[src/rtl/uart_pkg.sv]
// ============================================================================
// Module   : uart_pkg
// Brief    : Shared constants and types for the UART receive path.
// Revision : 1.0 - initial circular receive FIFO release
// ============================================================================
`default_nettype none

package uart_pkg;

    localparam int UART_DATA_W     = 8;
    localparam int UART_FIFO_DEPTH = 16;

    typedef logic [UART_DATA_W-1:0] uart_byte_t;

endpackage : uart_pkg

`default_nettype wire

[src/rtl/uart_fifo_mem.sv]
// ============================================================================
// Module   : uart_fifo_mem
// Brief    : DEPTH x DATA_W storage, synchronous write, registered read port.
// Revision : 1.0 - initial circular receive FIFO release
// ============================================================================
`default_nettype none

module uart_fifo_mem
    import uart_pkg::*;
#(
    parameter int DATA_W = UART_DATA_W,
    parameter int DEPTH  = UART_FIFO_DEPTH,
    localparam int ADDR_W = $clog2(DEPTH)
) (
    input  logic              clk,
    input  logic              rstn,
    input  logic              wr_en_i,
    input  logic [ADDR_W-1:0] wr_addr_i,
    input  logic [DATA_W-1:0] wr_data_i,
    input  logic              rd_en_i,
    input  logic [ADDR_W-1:0] rd_addr_i,
    output logic [DATA_W-1:0] rd_data_o
);

    logic [DATA_W-1:0] mem_q [DEPTH];
    logic [DATA_W-1:0] rd_data_q;

    // No reset on the array so it can map onto distributed RAM.
    always_ff @(posedge clk) begin
        if (wr_en_i) begin
            mem_q[wr_addr_i] <= wr_data_i;
        end
    end

    // A same-address read and write returns the old word (oldest entry when full).
    always_ff @(posedge clk or negedge rstn) begin
        if (!rstn) begin
            rd_data_q <= '0;
        end else if (rd_en_i) begin
            rd_data_q <= mem_q[rd_addr_i];
        end
    end

    assign rd_data_o = rd_data_q;

endmodule : uart_fifo_mem

`default_nettype wire

[src/rtl/uart_rx_fifo.sv]
// ============================================================================
// Module   : uart_rx_fifo
// Brief    : Circular receive FIFO with status, sticky errors and flush.
// Revision : 1.0 - initial circular receive FIFO release
// ============================================================================
`default_nettype none

module uart_rx_fifo
    import uart_pkg::*;
#(
    parameter int DATA_W   = UART_DATA_W,
    parameter int DEPTH    = UART_FIFO_DEPTH,
    parameter int AF_LEVEL = 12,
    localparam int ADDR_W  = $clog2(DEPTH)
) (
    input  logic              clk,
    input  logic              rstn,
    input  logic              flush,
    input  logic              wr_en,
    input  logic [DATA_W-1:0] wr_data,
    input  logic              rd_en,
    output logic [DATA_W-1:0] rd_data,
    output logic              rd_valid,
    output logic              full,
    output logic              empty,
    output logic              almost_full,
    output logic [ADDR_W:0]   count,
    output logic              overflow,
    output logic              underflow,
    input  logic              err_clr
);

    localparam logic [ADDR_W:0]   DEPTH_CNT = DEPTH[ADDR_W:0];
    localparam logic [ADDR_W:0]   AF_CNT    = AF_LEVEL[ADDR_W:0];
    localparam logic [ADDR_W-1:0] PTR_ONE   = {{(ADDR_W-1){1'b0}}, 1'b1};
    localparam logic [ADDR_W:0]   CNT_ONE   = {{ADDR_W{1'b0}}, 1'b1};

    logic [ADDR_W-1:0] wr_ptr_q, wr_ptr_d;
    logic [ADDR_W-1:0] rd_ptr_q, rd_ptr_d;
    logic [ADDR_W:0]   count_q, count_d;
    logic              rd_valid_q;
    logic              overflow_q, overflow_d;
    logic              underflow_q, underflow_d;

    logic wr_acc, rd_acc;
    logic ovf_set, unf_set;

    assign full        = (count_q == DEPTH_CNT);
    assign empty       = (count_q == '0);
    assign almost_full = (count_q >= AF_CNT);

    // Flush suppresses both requests, so they neither move state nor raise errors.
    assign rd_acc  = rd_en && !flush && !empty;
    assign wr_acc  = wr_en && !flush && (!full || rd_acc);
    assign ovf_set = wr_en && !flush && !wr_acc;
    assign unf_set = rd_en && !flush && !rd_acc;

    always_comb begin
        wr_ptr_d    = wr_ptr_q;
        rd_ptr_d    = rd_ptr_q;
        count_d     = count_q;
        overflow_d  = (overflow_q  && !err_clr) || ovf_set;
        underflow_d = (underflow_q && !err_clr) || unf_set;
        if (flush) begin
            wr_ptr_d = '0;
            rd_ptr_d = '0;
            count_d  = '0;
        end else begin
            if (wr_acc) begin
                wr_ptr_d = wr_ptr_q + PTR_ONE;
            end
            if (rd_acc) begin
                rd_ptr_d = rd_ptr_q + PTR_ONE;
            end
            case ({wr_acc, rd_acc})
                2'b10:   count_d = count_q + CNT_ONE;
                2'b01:   count_d = count_q - CNT_ONE;
                default: count_d = count_q;
            endcase
        end
    end

    always_ff @(posedge clk or negedge rstn) begin
        if (!rstn) begin
            wr_ptr_q    <= '0;
            rd_ptr_q    <= '0;
            count_q     <= '0;
            rd_valid_q  <= 1'b0;
            overflow_q  <= 1'b0;
            underflow_q <= 1'b0;
        end else begin
            wr_ptr_q    <= wr_ptr_d;
            rd_ptr_q    <= rd_ptr_d;
            count_q     <= count_d;
            rd_valid_q  <= rd_acc;
            overflow_q  <= overflow_d;
            underflow_q <= underflow_d;
        end
    end

    uart_fifo_mem #(
        .DATA_W (DATA_W),
        .DEPTH  (DEPTH)
    ) u_mem (
        .clk       (clk),
        .rstn      (rstn),
        .wr_en_i   (wr_acc),
        .wr_addr_i (wr_ptr_q),
        .wr_data_i (wr_data),
        .rd_en_i   (rd_acc),
        .rd_addr_i (rd_ptr_q),
        .rd_data_o (rd_data)
    );

    assign rd_valid  = rd_valid_q;
    assign count     = count_q;
    assign overflow  = overflow_q;
    assign underflow = underflow_q;

endmodule : uart_rx_fifo

`default_nettype wire

[config.mk]
export PLATFORM = sky130hd
export DESIGN_NAME = uart_rx_fifo
export DESIGN_NICKNAME = d
export VERILOG_FILES = /design/src/rtl/uart_pkg.sv /design/src/rtl/uart_fifo_mem.sv /design/src/rtl/uart_rx_fifo.sv
export SDC_FILE = /design/constraint.sdc
export NUM_CORES = 1
export LEC_CHECK = 0
export CAP_MARGIN = 15
export CORE_MARGIN = 4
export CORE_UTILIZATION = 60
export DETAILED_ROUTE_END_ITERATION = 7
export GPL_TIMING_DRIVEN = 0
export PLACE_DENSITY = 0.8
export SYNTH_ARGS = -nofsm -noshare
export SYNTH_HDL_FRONTEND = slang
export SYNTH_SLANG_ARGS = --single-unit
[constraint.sdc]
create_clock -name clk -period 5.9 [get_ports clk]
set_input_delay 1.18 -clock clk [delete_from_list [all_inputs] [get_ports clk]]
set_output_delay 1.18 -clock clk [all_outputs]
set_load 0.05 [all_outputs]
# ---- Word level (Yosys, flattened, before mapping)
# Memory sizes are Yosys's and may differ from the RTL's. A register that Yosys moved wholly into a read port is not among the register bits.
# Index checks and enable logic that the tools add are counted.
dict set report word_totals {
  regBits 16
  latchBits 0
  ram_bits 128
  romBits 0
  inputBits 14
  output_inout_bits 19
  elab_cells 45
  n_memories 1
}
dict set report op_classes {
  addsub 4
  n_mul 0
  div_mod_pow 0
  n_lt_le_gt_ge 1
  eq_ne 3
  shifts 0
  n_mux 8
  n_bitwise 0
  n_reduce_logical 22
}
# name words width rd rd_ports_with_merged_regs wr line
set mem_list {}
lappend mem_list {u_mem.mem_q 16 8 1 1 1 uart_fifo_mem.sv:25} ;# logic [DATA_W-1:0] mem_q [DEPTH];
# cell n
set ops {}
lappend ops {{$mux 4} 4}
lappend ops {{$pmux 5 s2} 1}
lappend ops {{$add 4x1->4 const B} 2}
lappend ops {{$logic_and 1x1->1} 8}
lappend ops {{$logic_not 1->1} 7}
lappend ops {{$add 5x1->5 const B} 1}
lappend ops {{$eq 5x5->1 const B} 1}
lappend ops {{$ge 5x4->1 const B} 1}
lappend ops {{$logic_not 5->1} 1}
lappend ops {{$mux 5} 1}
lappend ops {{$sub 5x1->5 const B} 1}
lappend ops {{$reduce_bool 2->1} 2}
lappend ops {{$logic_or 1x1->1} 3}
lappend ops {{$reduce_bool 3->1} 1}
lappend ops {{$eq 2x1->1 const B} 1}
lappend ops {{$eq 2x2->1 const B} 1}
lappend ops {{$mux 1} 2}

# ---- Longest topological paths before layout
# Gate-level depths: netlist (run 1).
dict set report depth {
  depth_word 8
  ltp_mapped 12
  ltp_nobuf 12
}

# ---- Hierarchy
# Synthesis (run 1) repeated with hierarchy kept, for this count alone.
dict set report hier_totals {
  hier_cells 338
  area_unflattened_um2 6324.8
}
# mod n_inst cells_per_inst area_per_inst_um2 seq_area_each_um2
set by_module_without_submodules {}
lappend by_module_without_submodules {uart_fifo_mem 1 240 5331.4 4043.9}
lappend by_module_without_submodules {uart_rx_fifo 1 98 993.5 400.4}

# ---- Least setup slack after synthesis (run 1)
# OpenSTA, ideal clock, no wires.
dict set report synth_timing {
  path_type {flip-flop to output port}
  startpoint {reg count_q[1], in the netlist count[1]}
  endpoint {out full}
  arrival_ns 1.885
  required_ns 4.720
  slack_ns 2.835
  path_stages_with_launch 3
  path_buffers 0
  cell_sequence {dfrtp_1 -> or4_4 -> nor2_1}
}
dict set report synth_via {
  elab_chain_len 1
}
# element line
set synth_lines {}
lappend synth_lines {{start: declaration} uart_rx_fifo.sv:40} ;# logic [ADDR_W:0] count_q, count_d;
lappend synth_lines {{start signal: assignment} uart_rx_fifo.sv:94} ;# count_q <= count_d;
lappend synth_lines {{$eq 5x5->1} uart_rx_fifo.sv:48} ;# assign full = (count_q == DEPTH_CNT);
lappend synth_lines {{end: declaration} uart_rx_fifo.sv:24} ;# output logic full,
# Every way passes these cells.

# ---- Final worst setup path (run 1)
# Same ends and word-level chain as after synthesis.

==> results of run 1 <==
[cells by family (layout without fill, tap and decap cells)]
group,Yosys count,count (layout),share of synthesized area [%]
adders and majority gates,9,9,1.917
buffers and inverters,30,99,2.196
and+or+nand+nor,74,74,6.090
DFF,152,152,70.93
muxes,53,53,14.82
AOI/OAI and AO/OA,25,25,2.936
xor gates and xnor gates,8,8,1.118
[power breakdown]
group	switching (µW)	internal (µW)	leakage, µW
Clock	397	719	0.000304
Combinational	405	233	0.000792
Sequential	52.7	1220	0.00147
[path summary, 6_finish.rpt]
kind / start / to / slack (ns) / cells after the start
setup reg to reg: count[1] / count[4] / 2.91 / 12
setup / recovery: count[1] / full / 2.22 / 3
max in group asynchronous: rstn / u_mem.rd_data_o[3] / 4.51 / 2
min in group asynchronous: rstn / count[4] / 0.95 / 1
hold reg to reg: u_mem.rd_data_o[5] / u_mem.rd_data_o[5] / 0.48 / 1
hold / removal: u_mem.rd_data_o[5] / u_mem.rd_data_o[5] / 0.48 / 1
[layout by cell type (no fill, tap or decap), types with 2 or more instances in the layout]
cell / instances
sky130_fd_sc_hd__nand2_1: 20
sky130_fd_sc_hd__nor3_1: 2
sky130_fd_sc_hd__and2_1: 8
sky130_fd_sc_hd__o21ai_0: 5
sky130_fd_sc_hd__buf_4: 6
sky130_fd_sc_hd__nand2b_1: 6
sky130_fd_sc_hd__nor3b_1: 3
sky130_fd_sc_hd__nor4_2: 5
sky130_fd_sc_hd__inv_1: 13
sky130_fd_sc_hd__buf_2: 10
sky130_fd_sc_hd__edfxtp_1: 128
sky130_fd_sc_hd__a21oi_1: 5
sky130_fd_sc_hd__mux2i_1: 17
sky130_fd_sc_hd__xor2_1: 7
sky130_fd_sc_hd__nor2b_1: 2
sky130_fd_sc_hd__ha_1: 8
sky130_fd_sc_hd__dfrtp_1: 24
sky130_fd_sc_hd__nor2_1: 16
sky130_fd_sc_hd__clkdlybuf4s50_1: 32
sky130_fd_sc_hd__o221ai_1: 7
sky130_fd_sc_hd__mux2_1: 3
sky130_fd_sc_hd__mux4_2: 31
sky130_fd_sc_hd__clkbuf_1: 6
sky130_fd_sc_hd__clkbuf_16: 16
sky130_fd_sc_hd__bufinv_16: 4
sky130_fd_sc_hd__nand3_1: 6
sky130_fd_sc_hd__clkbuf_8: 4
sky130_fd_sc_hd__clkinv_2: 3
[final cells by class]
type	instances	area [µm²]	area share [%]
tap	136	170.2	2.283
buffer	16	85.08	1.142
sequential	152	4444	59.63
clock buffer	23	466.7	6.262
multi-input combinational	169	1709	22.93
inverter	14	52.55	0.7051
clock inverter	9	147.6	1.981
timing repair buffer	37	377.9	5.070
[state kept, by name, indices dropped and copies added (netlist names)]
| name | count |
|---|---|
| u_mem.mem_q | 128 |
| overflow | 1 |
| rd_ptr_q | 4 |
| underflow | 1 |
| count | 5 |
| rd_valid | 1 |
| wr_ptr_q | 4 |
| u_mem.rd_data_o | 8 |
[per-layer routing]
metal	up-vias	GRT usage (%)	routed length (µm)
met3	31	8.212	959
met5	-	0	0
met1	1718	32.02	5297
met4	0	9.059	323
li1	1482	-	-
met2	158	36.87	6544
[metrics by stage]
stage,total power (µW),setup slack (ns),cell area (µm²),util [%]
global route,3144,2.086,7453,72.85
finish,3031,2.222,7453,72.85
global placement,1903,1.569,6756,66.04
detailed placement,1925,1.932,6812,66.58
CTS,3040,2.197,7426,72.58
floorplan,1717,2.835,6266,-
==> parameters.txt, run 1 <==
Parameter                              Value

Finish
  Final std cells w/o fill    556
  Layout filler cell count    584
  Antenna diode count    0
  Share of post-route cells with drive strength above 1    21.19%
  NumNets Final    430
  Area overhead of the layout relative to synthesis    18.95%

Timing
  Slew Limit Headroom    37.44%
  Total setup violations reported at the end of the flow    0
  Final period util    62.34%
  Slew at the pin closest to its max-slew limit    0.9349 ns
  Achievable Freq    0.2719 GHz
  Number of hold-slack violations in the final timing report    0
  Worst Hold Margin    0.4760 ns
  Time the final worst path needs with I/O delays and setup    3.678 ns
  Setup TNS Final    0 ns
  Final Max Slew Viols    0
  RSZ-0062 raised after global routing    false
  Clock skew    0.009104 ns

Setup path
  WP data arrival    2.50 ns
  Worst path slowest cell    sky130_fd_sc_hd__clkdlybuf4s50_1
  CP peak stage delay    0.81 ns
  Crit path launch type    register
  Required time of the worst setup path    4.72 ns
  Maximum net fanout on the critical path    6
  Type of the worst setup path    reg2out
  Crit path cell chain    or4_4 > nor2_1 > clkdlybuf4s50_1
  Cell type group with the largest total delay on the critical path    buffers and inverters
  Buffers & Inverters on Critical Path    1
  Type of destination of the critical path    output pin

Synthesis
  Count of distinct cell types in the synthesized netlist    44
  Post-Synthesis Mean Instance Area    17.85 µm²
  Synthesized area    6266 µm²
  Total number of yosys warnings    0
  Number of enable-type register cells in the synthesized netlist    128
  Top-area cell type share of the netlist area    61.34%
  Async SR Flop Fraction    15.79%
  Post-synth top cells    128 x sky130_fd_sc_hd__edfxtp_1, 31 x sky130_fd_sc_hd__mux4_2, 24 x sky130_fd_sc_hd__dfrtp_1
  Number of synthesized register bits    152
  Share of the yosys chip area belonging to registers    70.93%
  Synthesized instance count    351
  Most common flop cell mapped by yosys    sky130_fd_sc_hd__edfxtp_1
  Most instantiated library cell after synthesis    sky130_fd_sc_hd__edfxtp_1
  Biggest area contributors in the synthesized netlist    sky130_fd_sc_hd__edfxtp_1 61%, sky130_fd_sc_hd__mux4_2 11%, sky130_fd_sc_hd__dfrtp_1 9.6%, sky130_fd_sc_hd__mux2i_1 2.7%, sky130_fd_sc_hd__ha_1 1.6%
  Top cell type by total area after synthesis    sky130_fd_sc_hd__edfxtp_1
  Syn Nets    374

CTS
  Number of clock sinks    152
  CTS Buffer Depth    2
  CTS Root Cell    sky130_fd_sc_hd__clkbuf_8
  Resized Gates After CTS    0
  Clock-pin slew reported for the worst setup and hold paths after clock tree synthesis    0.06 ns
  Insertion delay of the later-clocked pin in the worst-skew pair    0.53 ns
  Buffers inserted by post-CTS timing repair    0
  Htree depth    4
  CTS tree    built
  TritonCTS Buffers    17
  Hold buffer count at cts    0

Floorplan
  Num rows    37
  Core box area    10230 µm²
  Die ar.    12140 µm²
  Die Height    110.2 µm
  Die span in x    110.2 µm
  Number of top-level design ports    33
  Initial cell density of the core    61.24%

Drt
  First-pass DRT Iterations    5
  Remaining antenna violation count after routing    0
  Via count    3389
  Detail-routed net length per standard cell    23.60 µm
  Average vias per placed instance    6.095
  Wirelength, routed    13.12 mm
  Final routed DRC violation total    0
  Starting DRC count in detailed routing    302

Placed design
  HPWL after detailed placement    8.345 mm
  Number of input and output port buffers inserted    32
  Cell count after placement    523
  Global placement routability congestion    0.8186

GRT
  Pin count of the biggest net entering global routing    25
  Tot GR Track Use    23.95%
  Total congestion overflow    0
  Antenna violations before repair    0
  Via count of the first global-routing pass    3404
  First-pass GRT wire length    20.04 mm

Worst hold path
  Class of the tightest hold or removal check    reg2reg

Power
  Power Density    406.7 nW/µm²
  Max VDD drop    0.2555 mV
  Lkg Pwr    0.002565 µW

Status
  Run status    complete, no violations

Job
  Max-capacitance violation count    0
No activity file was read; power rests on OpenSTA's default activity.
==> run 2, diff against run 1 <==
--- a/config.mk
+++ b/config.mk
@@ -7,10 +7,10 @@
 export LEC_CHECK = 0
 export CAP_MARGIN = 15
 export CORE_MARGIN = 4
-export CORE_UTILIZATION = 60
+export CORE_UTILIZATION = 59
 export DETAILED_ROUTE_END_ITERATION = 7
 export GPL_TIMING_DRIVEN = 0
-export PLACE_DENSITY = 0.8
+export PLACE_DENSITY = 0.79
 export SYNTH_ARGS = -nofsm -noshare
 export SYNTH_HDL_FRONTEND = slang
 export SYNTH_SLANG_ARGS = --single-unit
==> constraint.sdc (replaced) <==
create_clock -name clk -period 3.9 [get_ports clk]
set_input_delay 0.78 -clock clk [delete_from_list [all_inputs] [get_ports clk]]
set_output_delay 0.78 -clock clk [all_outputs]
set_load 0.05 [all_outputs]
==> parameters.txt, run 2 (synthesis results as in run 1) <==
Parameter                              Value

Timing
  Slew Limit Headroom    30.86% (was 37.44%)
  Time the final worst path needs with I/O delays and setup    3.270 ns
  Number of hold-slack violations in the final timing report    0 (unchanged)
  Slew at the pin closest to its max-slew limit    1.033 ns (was 0.9349 ns)
  Worst Hold Margin    0.4833 ns (was 0.4760 ns)
  Setup TNS Final    0 ns (unchanged)
  Final period util    83.86%
  Achievable Freq    0.3058 GHz
  Total setup violations reported at the end of the flow    0 (unchanged)
  Final Max Slew Viols    0 (unchanged)
  Clock skew    0.006482 ns (was 0.009104 ns)
  RSZ-0062 raised after global routing    false (unchanged)

GRT
  Busiest grt layer    met2 (unchanged)
  GR met3 Demand/Resource    5.404% (was 8.212%)
  Pin count of the biggest net entering global routing    17 (was 25)
  Via count of the first global-routing pass    3577 (was 3404)
  Met1 Usage GRT    30.20% (was 32.02%)
  First-pass GRT wire length    20.35 mm (was 20.04 mm)
  Global-route track usage on met2    36.49% (was 36.87%)
  Total congestion overflow    0 (unchanged)
  Tot GR Track Use    22.52% (was 23.95%)
  Antenna violations before repair    0 (unchanged)

Floorplan
  Number of top-level design ports    33 (unchanged)
  Die ar.    12330 µm² (was 12140 µm²)
  Initial cell density of the core    60.70% (was 61.24%)
  Num rows    37 (unchanged)
  Die span in x    111.1 µm (was 110.2 µm)
  Die Height    111.1 µm (was 110.2 µm)
  Core box area    10320 µm² (was 10230 µm²)

CTS
  TritonCTS Buffers    17 (unchanged)
  Clock-pin slew reported for the worst setup and hold paths after clock tree synthesis    0.06 ns (about the same)
  Buffers inserted by post-CTS timing repair    0 (unchanged)
  CTS Buffer Depth    2 (unchanged)
  Resized Gates After CTS    0 (unchanged)
  Hold buffer count at cts    0 (unchanged)
  Number of clock sinks    152 (unchanged)
  CTS tree    built (unchanged)
  Insertion delay of the later-clocked pin in the worst-skew pair    0.53 ns (about the same)
  Htree depth    4 (unchanged)
  CTS Root Cell    sky130_fd_sc_hd__clkbuf_8 (unchanged)

Job
  Max-capacitance violation count    0 (unchanged)

Setup path
  Origin of the worst setup path    count[0] (was count[1])
  WP data arrival    2.49 ns (was 2.50 ns)
  Buffers & Inverters on Critical Path    2 (was 1)
  Required time of the worst setup path    3.12 ns (was 4.72 ns)
  Crit path launch type    register (unchanged)
  Worst path slowest cell    sky130_fd_sc_hd__clkdlybuf4s50_1 (unchanged)
  Type of destination of the critical path    output pin (unchanged)
  Cell type group with the largest total delay on the critical path    buffers and inverters (unchanged)
  CP peak stage delay    0.79 ns (was 0.81 ns)
  Endpoint of the worst-slack reg-to-reg timing path    count[4] (unchanged)
  Crit path cell chain    nor4_2 > nand2_1 > inv_1 > clkdlybuf4s50_1 (was or4_4 > nor2_1 > clkdlybuf4s50_1)
  Maximum net fanout on the critical path    7 (was 6)
  Cell count of the worst reg-to-reg path    12 (unchanged)
  Type of the worst setup path    reg2out (unchanged)
  Reg-to-Reg Start    count[0] (was count[1])
  Flop2flop setup slack    0.87 ns (was 2.91 ns)

Finish
  Antenna diode count    0 (unchanged)
  NumNets Final    430 (unchanged)
  Area overhead of the layout relative to synthesis    17.59% (was 18.95%)
  Max FFs per register    128 (unchanged)
  Most used cells in the layout excluding fill and tap cells    128 x sky130_fd_sc_hd__edfxtp_1, 32 x sky130_fd_sc_hd__clkdlybuf4s50_1, 31 x sky130_fd_sc_hd__mux4_2 (unchanged)
  Share of post-route cells with drive strength above 1    21.19% (unchanged)
  Post-layout utilization of the core    71.37% (was 72.85%)
  Largest register by flop count    u_mem.mem_q (unchanged)
  Most common cell after layout, fill and taps aside    sky130_fd_sc_hd__edfxtp_1 (unchanged)

Drt
  Starting DRC count in detailed routing    287 (was 302)
  Remaining antenna violation count after routing    0 (unchanged)
  Detail-routed net length per standard cell    23.39 µm (was 23.60 µm)
  Average vias per placed instance    6.054 (was 6.095)
  Wirelength, routed    13.01 mm (was 13.12 mm)
  Via count    3366 (was 3389)
  First-pass DRT Iterations    5 (unchanged)
  Final routed DRC violation total    0 (unchanged)

Status
  Run status    complete, no violations (unchanged)

Power
  Power, Total    4341 µW (was 3031 µW)
  Lkg Pwr    0.002506 µW (was 0.002565 µW)
  Max VDD drop    0.4721 mV (was 0.2555 mV)
  Power Density    589.1 nW/µm² (was 406.7 nW/µm²)

Worst hold path
  Class of the tightest hold or removal check    reg2reg (unchanged)
  End point of the most critical hold path    u_mem.rd_data_o[5] (unchanged)
  Critical hold path startpoint    u_mem.rd_data_o[5] (unchanged)
  Min-Delay Path Depth    1 (unchanged)

Placed design
  HPWL after detailed placement    8.420 mm (was 8.345 mm)
  Number of input and output port buffers inserted    32 (unchanged)
  Global placement routability congestion    0.7937 (was 0.8186)
==> run 2: report_power, final <==
group | switching, µW | internal, µW | leakage (µW)
Combinational | 601 | 352 | 0.000792
Clock | 617 | 841 | 0.000245
Sequential | 77.1 | 1850 | 0.00147
==> run 2: per-layer routing <==
metal | up-vias | part of all wire, %
met4 | 0 | 2.0
met5 | - | 0
met1 | 1711 | 40
met3 | 26 | 6.7
met2 | 148 | 51
li1 | 1481 | -
==> run 2: layout make-up <==
class                      instances  area (µm²)
sequential                       152        4444
fill                             614        2955
multi-input combinational        169        1709
clock buffer                      20       425.4
timing repair buffer              37       377.9
tap                              136       170.2
clock inverter                    12       103.9
buffer                            16       85.08
inverter                          14       52.55
==> run 2: stage by stage <==
step           instances  area (µm²)  worst slack (ns)
3_5_place_dp         524        6839            0.3739
6_report             556        7368            0.6295
3_3_place_gp         519        6756          -0.03607
2_1_floorplan        351        6266             1.093
4_1_cts              556        7368            0.6082
5_1_grt              556        7368            0.5351
==> run 2: worst max-delay path by stage <==
stage	depth (start not counted)	to	slack, ns
finish	4	empty	0.63
global route	4	empty	0.54
CTS	4	empty	0.61
detailed placement	11	count[4]	0.37
global placement	5	u_mem.mem_q[2][1]	-0.04
floorplan	12	count[4]	1.09
==> run 3, diff against run 2 <==
--- a/config.mk
+++ b/config.mk
@@ -7,10 +7,10 @@
 export LEC_CHECK = 0
 export CAP_MARGIN = 15
 export CORE_MARGIN = 4
-export CORE_UTILIZATION = 59
+export CORE_UTILIZATION = 54
 export DETAILED_ROUTE_END_ITERATION = 7
 export GPL_TIMING_DRIVEN = 0
-export PLACE_DENSITY = 0.79
+export PLACE_DENSITY = 0.76
 export SYNTH_ARGS = -nofsm -noshare
 export SYNTH_HDL_FRONTEND = slang
 export SYNTH_SLANG_ARGS = --single-unit
==> constraint.sdc (replaced) <==
create_clock -name clk -period 2.8 [get_ports clk]
set_input_delay 0.56 -clock clk [delete_from_list [all_inputs] [get_ports clk]]
set_output_delay 0.56 -clock clk [all_outputs]
set_load 0.05 [all_outputs]
==> parameters.txt, run 3 (synthesis results as in run 1) <==
Parameter                              Value

Status
  Run status    complete, no violations (unchanged)

Setup path
  Cell count of the worst reg-to-reg path    12 (unchanged)
  WP data arrival    2.13 ns (was 2.49 ns)
  Crit path cell chain    or4_4 > nor2_1 > dlygate4sd2_1 (was nor4_2 > nand2_1 > inv_1 > clkdlybuf4s50_1)
  Worst path slowest cell    sky130_fd_sc_hd__or4_4 (was sky130_fd_sc_hd__clkdlybuf4s50_1)
  Type of destination of the critical path    output pin (unchanged)
  Origin of the worst setup path    count[0] (unchanged)
  CP peak stage delay    0.58 ns (was 0.79 ns)
  Crit path launch type    register (unchanged)
  Maximum net fanout on the critical path    7 (unchanged)
  Reg-to-Reg Start    count[2] (was count[0])
  Type of the worst setup path    reg2out (unchanged)
  Required time of the worst setup path    2.24 ns (was 3.12 ns)

Drt
  Top sig layer    met4 (unchanged)
  Starting DRC count in detailed routing    312 (was 287)
  First-pass DRT Iterations    4 (was 5)
  Wirelength, routed    12.52 mm (was 13.01 mm)
  Average vias per placed instance    5.885 (was 6.054)
  Via count    3331 (was 3366)
  Metal-1 WL    5.081 mm (was 5.263 mm)
  Detailed-routed wire length on met3    623 µm (was 874 µm)
  Detail-routed net length per standard cell    22.12 µm (was 23.39 µm)
  Final routed DRC violation total    0 (unchanged)
  Remaining antenna violation count after routing    0 (unchanged)
  Met2 Wirelength    6.565 mm (was 6.604 mm)

Timing
  Final period util    96.19%
  Achievable Freq    0.3713 GHz
  Setup TNS Final    0 ns (unchanged)
  Number of hold-slack violations in the final timing report    0 (unchanged)
  Slew at the pin closest to its max-slew limit    0.9969 ns (was 1.033 ns)
  Slew Limit Headroom    33.30% (was 30.86%)
  Final Max Slew Viols    0 (unchanged)
  Total setup violations reported at the end of the flow    0 (unchanged)
  Worst Hold Margin    0.4252 ns (was 0.4833 ns)
  Clock skew    0.01307 ns (was 0.006482 ns)
  Time the final worst path needs with I/O delays and setup    2.693 ns

Placed design
  Number of input and output port buffers inserted    32 (unchanged)
  Placed standard-cell area    6837 µm² (was 6839 µm²)
  Cell count after placement    531 (was 524)
  Global placement routability congestion    0.7997 (was 0.7937)
  HPWL after detailed placement    8.354 mm (was 8.420 mm)

Finish
  Final std cells w/o fill    566 (was 556)
  Antenna diode count    0 (unchanged)
  Share of post-route cells with drive strength above 1    23.88% (was 21.19%)
  Most used cells in the layout excluding fill and tap cells    128 x sky130_fd_sc_hd__edfxtp_1, 31 x sky130_fd_sc_hd__mux4_2, 28 x sky130_fd_sc_hd__clkdlybuf4s50_1 (was 128 x sky130_fd_sc_hd__edfxtp_1, 32 x sky130_fd_sc_hd__clkdlybuf4s50_1, 31 x sky130_fd_sc_hd__mux4_2)
  NumNets Final    433 (was 430)
  Post-layout utilization of the core    65.75% (was 71.37%)
  Layout filler cell count    766 (was 614)
  Area overhead of the layout relative to synthesis    19.31% (was 17.59%)
  Max FFs per register    128 (unchanged)
  Cell area after layout    7476 µm² (was 7368 µm²)
  Largest register by flop count    u_mem.mem_q (unchanged)
  Most common cell after layout, fill and taps aside    sky130_fd_sc_hd__edfxtp_1 (unchanged)

CTS
  CTS tree    built (unchanged)
  Number of clock sinks    152 (unchanged)
  Insertion delay of the later-clocked pin in the worst-skew pair    0.42 ns (was 0.53 ns)
  CTS Buffer Depth    2 (unchanged)
  Hold buffer count at cts    0 (unchanged)
  TritonCTS Buffers    17 (unchanged)
  CTS Root Cell    sky130_fd_sc_hd__clkbuf_16 (was sky130_fd_sc_hd__clkbuf_8)
  Clock-pin slew reported for the worst setup and hold paths after clock tree synthesis    0.06 ns (about the same)
  Htree depth    4 (unchanged)

Floorplan
  Die Height    115.7 µm (was 111.1 µm)
  Num rows    39 (was 37)
  Core box area    11370 µm² (was 10320 µm²)
  Die span in x    115.7 µm (was 111.1 µm)
  Initial cell density of the core    55.11% (was 60.70%)
  Die ar.    13390 µm² (was 12330 µm²)
  Number of top-level design ports    33 (unchanged)

GRT
  Via count of the first global-routing pass    3460 (was 3577)
  Pin count of the biggest net entering global routing    18 (was 17)
  Tot GR Track Use    20.21% (was 22.52%)
  First-pass GRT wire length    19.46 mm (was 20.35 mm)
  Antenna violations before repair    0 (unchanged)
  Total congestion overflow    0 (unchanged)

Job
  Max-capacitance violation count    0 (unchanged)

Power
  Max VDD drop    0.4937 mV (was 0.4721 mV)
  Lkg Pwr    0.002580 µW (was 0.002506 µW)
  Power Density    846.6 nW/µm² (was 589.1 nW/µm²)

Worst hold path
  Class of the tightest hold or removal check    in2async (was reg2reg)
run 3: changes by cell type in the layout (fill, tap and decap cells not counted), sizes merged:
| cell | previous run | this run |
|---|---|---|
| bufinv | 1 | 2 |
| clkinv | 5 | 7 |
| dlygate4sd2 | 0 | 2 |
| buf | 17 | 20 |
| dlymetal6s2s | 0 | 2 |
| clkbuf | 23 | 21 |
| clkinvlp | 5 | 4 |
| clkdlybuf4s50 | 32 | 28 |
run 3: critical path, delay by kind of cell (launching register included):
family	cells	cell delay (ns)
DFF	1	0.48
and+or+nand+nor	2	0.69
buffers and inverters	1	0.54
run 3: final cells by class:
type,instances,area [µm²],area share [%]
repair buffers,40,390.4,5.222
inverters,14,52.55,0.7029
well taps,143,178.9,2.393
clock buffers,18,429.2,5.741
plain buffers,16,85.08,1.138
flip-flops and latches,152,4447,59.48
multi-input cells,169,1742,23.30
clock inverters,14,151.4,2.025
run 3: what timing repair did:
action | CTS | global route
setup endpoints to repair | 4 | 2
resized for setup | 5 | 6
buffers inserted | 1 | 2
pin swaps | 1 | 2
run 3: stage by stage:
stage                     setup WS [ns]  power [µW]
after CTS                      0.008638        6288
after global routing          -0.004993        6560
after floorplan                0.005307        3620
after detailed placement        -0.4969        4071
after global placement          -0.7936        4021
final                            0.1068        6329
run 3: path summary, 6_finish.rpt:
check | to | slack [ns]
min | count[3] | 0.43
min in group clk | u_mem.rd_data_o[0] | 0.50
max reg2reg | count[4] | 0.15
max | full | 0.11
max in group asynchronous | u_mem.rd_data_o[2] | 1.91
min reg2reg | u_mem.rd_data_o[0] | 0.50
run 3: power breakdown:
| group | internal, µW | leakage (µW) | total (µW) | switching (µW) |
|---|---|---|---|---|
| Combinational | 537 | 0.000844 | 1420 | 882 |
| Sequential | 2580 | 0.00147 | 2700 | 115 |
| Clock | 1310 | 0.000270 | 2210 | 899 |
run 3: per-layer routing:
metal  track usage (%)  vias up
li1                  -     1492
met1             26.64     1707
met2             33.83      110
met3             3.916       22
met4             7.657        0
met5                 0        -
